## config.mk

```make
export PLATFORM = sky130hd
export DESIGN_NAME = alu
export DESIGN_NICKNAME = d
export VERILOG_FILES = /design/src/rtl/alu.sv
export SDC_FILE = /design/constraint.sdc
export NUM_CORES = 1
export LEC_CHECK = 0
export BUFFER_PORTS_ARGS = -buffer_cell sky130_fd_sc_hd__buf_2
export CORE_UTILIZATION = 50
export DETAILED_ROUTE_END_ITERATION = 10
export PLACE_DENSITY = 0.7
export SLEW_MARGIN = 30
export SYNTH_ARGS = -nofsm -noshare
export SYNTH_HDL_FRONTEND = slang
export SYNTH_SLANG_ARGS = --single-unit
```

## constraint.sdc

```tcl
create_clock -name clk -period 6.1 [get_ports clk]
set_input_delay 1.22 -clock clk [delete_from_list [all_inputs] [get_ports clk]]
set_output_delay 1.22 -clock clk [all_outputs]
set_load 0.05 [all_outputs]
```

## src/rtl/alu.sv

```systemverilog
// Registered 32-bit, 8-operation ALU for the RCPU execute stage.
// F/ZF/OF update one clock after operands are captured with en=1.
module alu #(
  parameter int unsigned WIDTH = 32
) (
  input  logic             clk,
  input  logic             rst,
  input  logic             en,
  input  logic [2:0]       ALU_OP,
  input  logic [WIDTH-1:0] A,
  input  logic [WIDTH-1:0] B,
  output logic [WIDTH-1:0] F,
  output logic             ZF,
  output logic             OF
);

  localparam int unsigned MSB = WIDTH - 1;
  localparam int unsigned SHW = $clog2(WIDTH);

  typedef enum logic [2:0] {
    OP_AND = 3'b000,
    OP_OR  = 3'b001,
    OP_XOR = 3'b010,
    OP_NOR = 3'b011,
    OP_ADD = 3'b100,
    OP_SUB = 3'b101,
    OP_SLT = 3'b110,
    OP_SLL = 3'b111
  } alu_op_e;

  logic [WIDTH-1:0] w_sum;
  logic [WIDTH-1:0] w_diff;
  logic [WIDTH-1:0] w_f;
  logic             w_lt;
  logic             w_of;
  logic [WIDTH-1:0] r_f;
  logic             r_zf;
  logic             r_of;

  assign w_sum  = A + B;
  assign w_diff = A - B;
  // Signed compare on the operands directly, so SLT stays correct when A-B overflows.
  assign w_lt   = $signed(A) < $signed(B);

  always_comb begin
    w_f  = '0;
    w_of = 1'b0;
    case (alu_op_e'(ALU_OP))
      OP_AND: w_f = A & B;
      OP_OR:  w_f = A | B;
      OP_XOR: w_f = A ^ B;
      OP_NOR: w_f = ~(A | B);
      OP_ADD: begin
        w_f  = w_sum;
        w_of = (A[MSB] == B[MSB]) && (w_sum[MSB] != A[MSB]);
      end
      OP_SUB: begin
        w_f  = w_diff;
        w_of = (A[MSB] != B[MSB]) && (w_diff[MSB] != A[MSB]);
      end
      OP_SLT: w_f = WIDTH'(w_lt);
      OP_SLL: w_f = B << A[SHW-1:0];
      default: w_f = '0;
    endcase
  end

  always_ff @(posedge clk) begin
    if (rst) begin
      r_f  <= '0;
      r_zf <= 1'b0;
      r_of <= 1'b0;
    end else if (en) begin
      r_f  <= w_f;
      r_zf <= (w_f == '0);
      r_of <= w_of;
    end
  end

  assign F  = r_f;
  assign ZF = r_zf;
  assign OF = r_of;

endmodule

```

==> flow_metrics.tcl, run 1 <==
set metrics [dict create \
    synth-edff-count 0 \
    grt_pass1_wl_mm 55.0 \
    yosys_warnings 0 \
    leakagePower_uw 0.00445 \
    worstPathMaxFanout 8 \
    worst_hold_slack_ps 464 \
    grt_pass1_vias 9342 \
    post-dp-hpwl_mm 29.9 \
    endpoint_kind "register" \
    cp.required_ps 6280 \
    r2r_end "F[26]$_SDFFE_PP0P_" \
    combPwrFrac_pct 66.7 \
    drc 0 \
    powerDensity_mw_per_mm2 145 \
    layout-drive-gt1-share_pct 15.4 \
    synth_cell_types 84 \
    antenna_found_initial 2 \
    worstMarginPinSlew_ps 1010 \
    clkTransAtPathRegs_ps 50 \
    initial_utilization_pct 51.1 \
    hold_viol_final 0 \
    maxCapViolCount 0 \
    grt_overflow 0 \
    period_share_pct 85.9 \
    syn-cell-area_sq_mm 0.00918 \
    critical_path_class "input port to register" \
    intPower_uw 721 \
    rows 49 \
    worst_ir_drop_vdd_uv 230 \
    grtUsageTotal_pct 39.0 \
    syn_to_final_growth_pct 8.71 \
    wirelength_mm 37.2 \
    hold_path.class "register to register" \
    hold_path_end "F[24]$_SDFFE_PP0P_" \
    worstHoldStart "F[24]$_SDFFE_PP0P_" \
    ys_top_cells_by_count "122 x nor2_1, 119 x a21oi_1, 103 x ha_1, 103 x nand2_1, 89 x inv_1" \
    vias 10600 \
    place_congestion 1.09 \
    ios 104 \
    slew_headroom_pct 32.5 \
    layout_min_cycle_time_ps 5240 \
    synthCells 1276 \
    pwr-share-seq_pct 17.2 \
    reg2reg_slack_ps 5380 \
    cts_resized 0 \
    worstPathArrival_ps 5420 \
    cts_root_buffer "clkbuf_16" \
    num-nets-final 1503 \
    firstDrtPassIters 6 \
    slew_violations 0 \
    clk_latency_ps 270 \
    status "finished clean" \
    hold_depth 2 \
    ant_nets 0 \
    timing.fmax_mhz 191 \
    avgSynthCellArea_sq_um 7.19 \
    vias_per_cell 6.79 \
    cp-start-kind "input port" \
    die_area_sq_mm 0.0189 \
    syn_nets 1451 \
    hold_buffers 0 \
    clk_path_buf_depth 2 \
    fin_tns_setup_ps 0 \
    post-cts-setup-buffers 0 \
    cts_num_sinks 34 \
    setup_viol 0 \
    synth_top_area_share_pct 14.0 \
    instances_no_fill 1558 \
    yosysMostFrequentCell "nor2_1" \
    reg2reg_depth 3 \
    clockPowerShare_pct 16.0 \
    grt_max_degree 42 \
    r2r-start "F[26]$_SDFFE_PP0P_" \
    switching_share_pct 50.1 \
    synth_top_area_cell "ha_1" \
    design.core.area_sq_mm 0.0180 \
    cts_tree "done" \
    synth_top_flop_cell "dfxtp_1" \
    p_sw_uw 724 \
    portBuffers 103 \
    setup_ws_ps 862 \
    numCtsBuffers 5 \
    synthTopCellsByArea "ha_1 14%, dfxtp_1 7.4%, mux2i_1 6.8%" \
    drt-initial-drc-count 1359 \
    fin_skew_ps 0 \
    chipHeight_microns 137 \
    htreeDepth 2 \
    routedWlPerCell_microns 23.9 \
    power_uw 1440 \
    async_flop_share_pct 0 \
    synth_seq_cells 34 \
    ys_seq_area_share_pct 7.42 \
    dieWidth_microns 137 \
    rsz0062_at_grt "no" \
    place_ws_ps 721 \
    dpl.cell_count 1550 \
]
==> layer usage <==
metal | global-route usage (%) | part of all wire, % | wire (microns) | vias to the layer above
met3 | 7.76 | 13 | 4740 | 81
li1 | - | - | - | 4840
met5 | 0 | 0 | 0 | -
met2 | 58.8 | 43 | 15800 | 706
met1 | 54.2 | 42 | 15500 | 4957
met4 | 14.3 | 3.1 | 1150 | 0
==> metrics by stage <==
stage               instance area, sq um  utilization [%]
finish                              9980             55.5
detailed placement                  9840             54.8
global placement                    9840             54.8
CTS                                 9980             55.5
global route                        9980             55.5
floorplan                           9180                -
==> kinds of logic (layout without fill, tap and decap cells) <==
kind of cell    count (synthesis)  after routing  share of synthesized area [%]
compound gates                414            414                           30.4
fa+ha+maj                     105            105                           14.5
mux                           116            116                           16.8
buf+inv                       192            244                           8.37
flops                          34             34                           7.42
other cells                     0              1                              0
xor+xnor                       25             25                           2.39
simple gates                  390            390                           20.1
==> cell usage in the layout (no fill, tap or decap), types with 6 or more instances in the layout <==
master    Yosys  routed
nor2_1      122     122
a21oi_1     119     119
nand2_1     103     103
ha_1        103     103
buf_2        17     103
inv_1        89      89
mux2i_1      62      62
o21ai_0      46      46
dfxtp_1      34      34
buf_4         3      34
a211oi_1     32      32
nand3_1      30      30
nor3_1       29      29
a221oi_1     28      28
mux4_2       24      24
o31ai_1      23      23
xnor2_1      22      22
o21ai_1      17      17
o211ai_1     17      17
mux2_2       15      15
nor2b_1      14      14
nand4_1      14      14
nor4_1       14      14
inv_2        11      11
nand2b_1     11      11
o21bai_1     11      11
and3_1       11      11
o21a_1       11      11
a31oi_1      11      11
and2_1       10      10
a211o_1      10      10
mux2_1        9       9
o221ai_1      8       8
a21o_1        8       8
o22a_1        8       8
or3_1         7       7
o22ai_1       7       7
a22oi_1       7       7
a221o_1       6       6
==> worst max-delay path by stage <==
stage / endpoint / cells after the start / startpoint
final: ZF$_SDFFE_PP0P_ / 14 / B[1]
after global routing: ZF$_SDFFE_PP0P_ / 14 / B[19]
after CTS: ZF$_SDFFE_PP0P_ / 13 / A[2]
after detailed placement: ZF$_SDFFE_PP0P_ / 13 / A[2]
after global placement: ZF$_SDFFE_PP0P_ / 13 / A[2]
after floorplan: ZF$_SDFFE_PP0P_ / 16 / A[1]
==> sequential cells by signal (all words and copies together) (netlist names) <==
name,cells
F,32
OF,1
ZF,1
==> power by group through the flow <==
stage                     logic, uW  registers [uW]  clock network (uW)
after floorplan                 587             316                   0
after global placement          920             253                   0
after detailed placement        924             254                   0
after CTS                       928             249                 236
after global routing           1020             251                 244
final                           964             249                 231
==> final cells by class <==
class / count / area, sq um
Timing Repair Buffer: 137 / 771
Sequential cell: 34 / 681
Clock buffer: 7 / 133
Fill cell: 1797 / 7990
Antenna cell: 1 / 2.50
Tap cell: 229 / 287
Multi-Input combinational cell: 1050 / 7730
Inverter: 100 / 375
==> worst max-delay path, cell delays in order <==
cell      delay, ps
buf_2           190
inv_1           120
ha_1            340
o21bai_1        330
o211ai_1        190
a21oi_1         430
o21a_1          260
a21oi_1         180
a221o_1         330
a211o_1         340
a221o_1         360
or4b_1          450
or3_1           390
o41ai_2         300
No activity file was read; power rests on OpenSTA's default activity.
==> run 2, diff against run 1 <==
CELL_PAD_IN_SITES_DETAIL_PLACEMENT = 2   (was default)
CELL_PAD_IN_SITES_GLOBAL_PLACEMENT = 2   (was default)
CORE_UTILIZATION = 35   (was 50)
PLACE_DENSITY = default   (was 0.7)
PLACE_DENSITY_LB_ADDON = 0.1   (was default)
RECOVER_POWER = 100   (was default)
SETUP_SLACK_MARGIN = 0.05   (was default)
==> flow_metrics.tcl, run 2 (same netlist as run 1, synthesis figures left out) <==
set metrics [dict create \
    status "finished clean" \
    post-cts-setup-buffers 0 \
    clk_latency_ps 280 \
    vias 11100 \
    hold_buffers 0 \
    grtUsageTotal_pct 36.7 \
    ant_nets 0 \
    cp-start-kind "input port" \
    grt_overflow 0 \
    worstMarginPinSlew_ps 1400 \
    multiInputGateArea_sq_mm 0.00773 \
    dpl.cell_count 1671 \
    chipHeight_microns 164 \
    setup_viol 0 \
    die_area_sq_mm 0.0269 \
    worst_hold_slack_ps 469 \
    grt_pass1_vias 11300 \
    dieWidth_microns 164 \
    rsz0062_at_grt "no" \
    wirelength_mm 49.4 \
    leakagePower_uw 0.00439 \
    layout_min_cycle_time_ps 5920 \
    antenna_found_initial 0 \
    vias_per_cell 6.58 \
    rows 58 \
    antenna_cells 0 \
    hold_path.class "register to register" \
    syn_to_final_growth_pct 11.0 \
    endpoint_kind "register" \
    num-nets-final 1523 \
    cts_resized 0 \
    most-common-layout-cells "121 x nor2_1, 119 x a21oi_1, 103 x nand2_1, 103 x ha_1, 89 x inv_1" \
    firstDrtPassIters 5 \
    fin_tns_setup_ps 0 \
    place_congestion 0.973 \
    drc 0 \
    worstPathArrival_ps 6110 \
    clkTransAtPathRegs_ps 60 \
    maxCapViolCount 0 \
    grt_max_degree 55 \
    cts_root_buffer "clkbuf_16" \
    drt-initial-drc-count 985 \
    hold_viol_final 0 \
    post-dp-hpwl_mm 39.4 \
    period_share_pct 97.1 \
    slew_violations 0 \
    clk_path_buf_depth 2 \
    initial_utilization_pct 36.0 \
    worstPathMaxFanout 21 \
    design.core.area_sq_mm 0.0255 \
    cts_num_sinks 34 \
    cp.required_ps 6290 \
    fill_cells 3134 \
    cts_tree "done" \
    worst_ir_drop_vdd_uv 109 \
    final_util_pct 40.0 \
    fin_skew_ps 0 \
    ff_latch_area_sq_um 681 \
    grt_pass1_wl_mm 73.4 \
    powerDensity_mw_per_mm2 152 \
    timing.fmax_mhz 169 \
    instances_no_fill 1679 \
    portBuffers 103 \
    final_common_cell "nor2_1" \
    slew_headroom_pct 6.60 \
    numCtsBuffers 5 \
    largest_reg_flops 32 \
    reg2reg_slack_ps 5080 \
    ios 104 \
    layout-drive-gt1-share_pct 13.6 \
    routedWlPerCell_microns 29.4 \
    critical_path_class "input port to register" \
    htreeDepth 2 \
    power_uw 1550 \
]
## run 2: area by class of cell
class,count,share of cell area (%)
tap,330,4.05
clock inverter,1,0.0491
sequential,34,6.68
inverter,100,3.68
timing repair buffer,157,8.31
clock buffer,7,1.40
multi-input combinational,1050,75.8
## run 2: worst max-delay path, cell delays in order
cell and delay, ps:
clkbuf_1 1000, clkbuf_1 990, mux2i_1 280, nand2_1 80, a22oi_1 300, a21oi_1 80, a2bb2oi_1 210, a21boi_0 220
a41oi_1 300, nand4_1 120, or4b_1 590, or3_1 410, o41ai_2 310
## run 2: routing by layer
layer | up-vias | part of all wire [%] | GRT usage [%]
li1 | 4868 | - | -
met1 | 5590 | 42 | 46.3
met2 | 464 | 47 | 61.7
met3 | 130 | 5.6 | 3.61
met4 | 0 | 6.0 | 19.4
met5 | - | 0 | 0
## run 2: power by group
group / switching, uW / total (uW) / leakage, uW / internal, uW
clock network: 97.6 / 259 / 0.0000739 / 162
registers: 10.0 / 250 / 0.000280 / 240
logic: 701 / 1040 / 0.00404 / 339
total: 809 / 1550 / 0.00439 / 741
## run 2: final timing paths
check,start,endpoint,cells past startpoint
worst min-delay path,F[22]$_SDFFE_PP0P_,F[22]$_SDFFE_PP0P_,2
worst max register to register,F[0]$_SDFFE_PP0P_,F[0]$_SDFFE_PP0P_,2
worst max-delay path,ALU_OP[0],ZF$_SDFFE_PP0P_,13
worst min register to register,F[22]$_SDFFE_PP0P_,F[22]$_SDFFE_PP0P_,2
## run 2: through the flow
step                setup slack (ps)  instance area (sq um)
finish                           177                  10200
floorplan                        368                   9180
global placement                 320                  10100
detailed placement               176                  10100
CTS                              450                  10300
global route                     134                  10200
==> run 3, diff against run 2 <==
PLACE_DENSITY = 0.85   (was default)
PLACE_DENSITY_LB_ADDON = default   (was 0.1)
==> flow_metrics.tcl, run 3 (same netlist as run 1, synthesis figures left out) <==
set metrics [dict create \
    wirelength_mm 48.0 \
    final_cell_area_sq_mm 0.0101 \
    cts_num_sinks 34 \
    fin_skew_ps 0 \
    slew_violations 0 \
    routedWlPerCell_microns 28.9 \
    rows 58 \
    setup_viol 0 \
    grt_overflow 0 \
    ios 104 \
    rsz0062_at_grt "no" \
    slew_headroom_pct 41.2 \
    firstDrtPassIters 5 \
    place_congestion 1.03 \
    worstPathMaxFanout 9 \
    cts_resized 0 \
    hold_viol_final 0 \
    clk_path_buf_depth 2 \
    vias 11000 \
    ant_nets 0 \
    cts_root_buffer "clkbuf_16" \
    htreeDepth 2 \
    largest_reg_flops 32 \
    worst_ir_drop_vdd_uv 141 \
    syn_to_final_growth_pct 9.76 \
    most-common-layout-cells "121 x nor2_1, 119 x a21oi_1, 103 x nand2_1, 103 x ha_1, 89 x inv_1" \
    worst_path_most_repeated_cell "a211oi_1" \
    antenna_cells 0 \
    final_common_cell "nor2_1" \
    fin_tns_setup_ps 0 \
    cts_tree "done" \
    grtUsageTotal_pct 35.5 \
    chipHeight_microns 164 \
    status "finished clean" \
    dieWidth_microns 164 \
    crit_slowest_cell "o31ai_1" \
    grt_pass1_wl_mm 72.0 \
    clk_latency_ps 270 \
    layout_min_cycle_time_ps 5730 \
    grt_pass1_vias 11500 \
    critical_path_class "input port to register" \
    design.core.area_sq_mm 0.0255 \
    slowest_delay_ps 640 \
    timing.fmax_mhz 174 \
    fill_cells 3103 \
    drc 0 \
    antenna_found_initial 1 \
    portBuffers 103 \
    powerDensity_mw_per_mm2 152 \
    cp.required_ps 6280 \
    endpoint_kind "register" \
    grt_max_degree 55 \
    worstMarginPinSlew_ps 882 \
    vias_per_cell 6.64 \
    period_share_pct 94.0 \
    cp-start-kind "input port" \
    hold_path.class "register to register" \
    worstPathArrival_ps 5920 \
    post-dp-hpwl_mm 38.4 \
    clkTransAtPathRegs_ps 50 \
    post-cts-setup-buffers 0 \
    num-nets-final 1507 \
    placed_area_sq_mm 0.0100 \
    die_area_sq_mm 0.0269 \
    numCtsBuffers 5 \
    drt-initial-drc-count 981 \
    leakagePower_uw 0.00432 \
    hold_buffers 0 \
    cp_cell_sequence "buf_2 -> inv_1 -> ha_1 -> a211oi_1 -> o21ai_1 -> o31ai_1 -> a21oi_1 -> mux2_1 -> a221o_1 -> a211oi_1 -> nand4_1 -> or4b_1 -> or3_1 -> o41ai_2" \
    maxCapViolCount 0 \
    initial_utilization_pct 36.0 \
    layout-drive-gt1-share_pct 12.4 \
]
==> run 3: cell count changes in the layout (fill, tap and decap cells not counted), sizes merged <==
cell,previous run,this run
buf,114,100
clkbuf,50,48
==> run 3: final cells by class <==
cell class | instances | area (sq um) | area share (%)
Timing Repair Buffer | 141 | 734 | 7.29
Tap cell | 330 | 413 | 4.10
Multi-Input combinational cell | 1050 | 7720 | 76.7
Clock buffer | 7 | 143 | 1.42
Sequential cell | 34 | 681 | 6.76
Clock inverter | 1 | 5.00 | 0.0497
Inverter | 100 | 375 | 3.73
==> run 3: path summary, 6_finish.rpt <==
kind / from / endpoint / cells after the start / slack [ps]
setup / recovery: B[5] / ZF$_SDFFE_PP0P_ / 14 / 370
hold / removal: OF$_SDFFE_PP0P_ / OF$_SDFFE_PP0P_ / 2 / 470
hold reg to reg: OF$_SDFFE_PP0P_ / OF$_SDFFE_PP0P_ / 2 / 470
setup reg to reg: F[10]$_SDFFE_PP0P_ / F[10]$_SDFFE_PP0P_ / 2 / 5300
==> run 3: worst max-delay path: cells and delay by family <==
family	cells	cell delay [ps]
compound gates	7	2480
simple gates	3	1070
fa+ha+maj	1	420
mux	1	400
buf+inv	2	330
==> run 3: metrics by stage <==
stage                     total power (uW)  setup slack (ps)  instances  utilization [%]  hold WS [ps]
after detailed placement              1260               365       1655             39.3           464
after CTS                             1520               625       1663             39.8           472
after global routing                  1600               233       1663             39.6           509
after floorplan                        903               368       1276                -           686
final                                 1530               366       1663             39.6           470
after global placement                1220               557       1655             39.3           454
==> run 3: power by group <==
group	switching (uW)	total, uW	leakage [uW]	internal (uW)
Sequential	11.1	252	0.000280	241
Clock	93.4	255	0.0000739	162
Combinational	697	1020	0.00396	328
Total	801	1530	0.00432	730
==> run 3: metal layers <==
metal	part of all wire (%)	vias up	global-route usage [%]
met5	0	-	0
met4	6.9	0	20.5
met3	6.3	165	4.55
met2	46	486	59.8
met1	40	5544	43.5
li1	-	4843	-
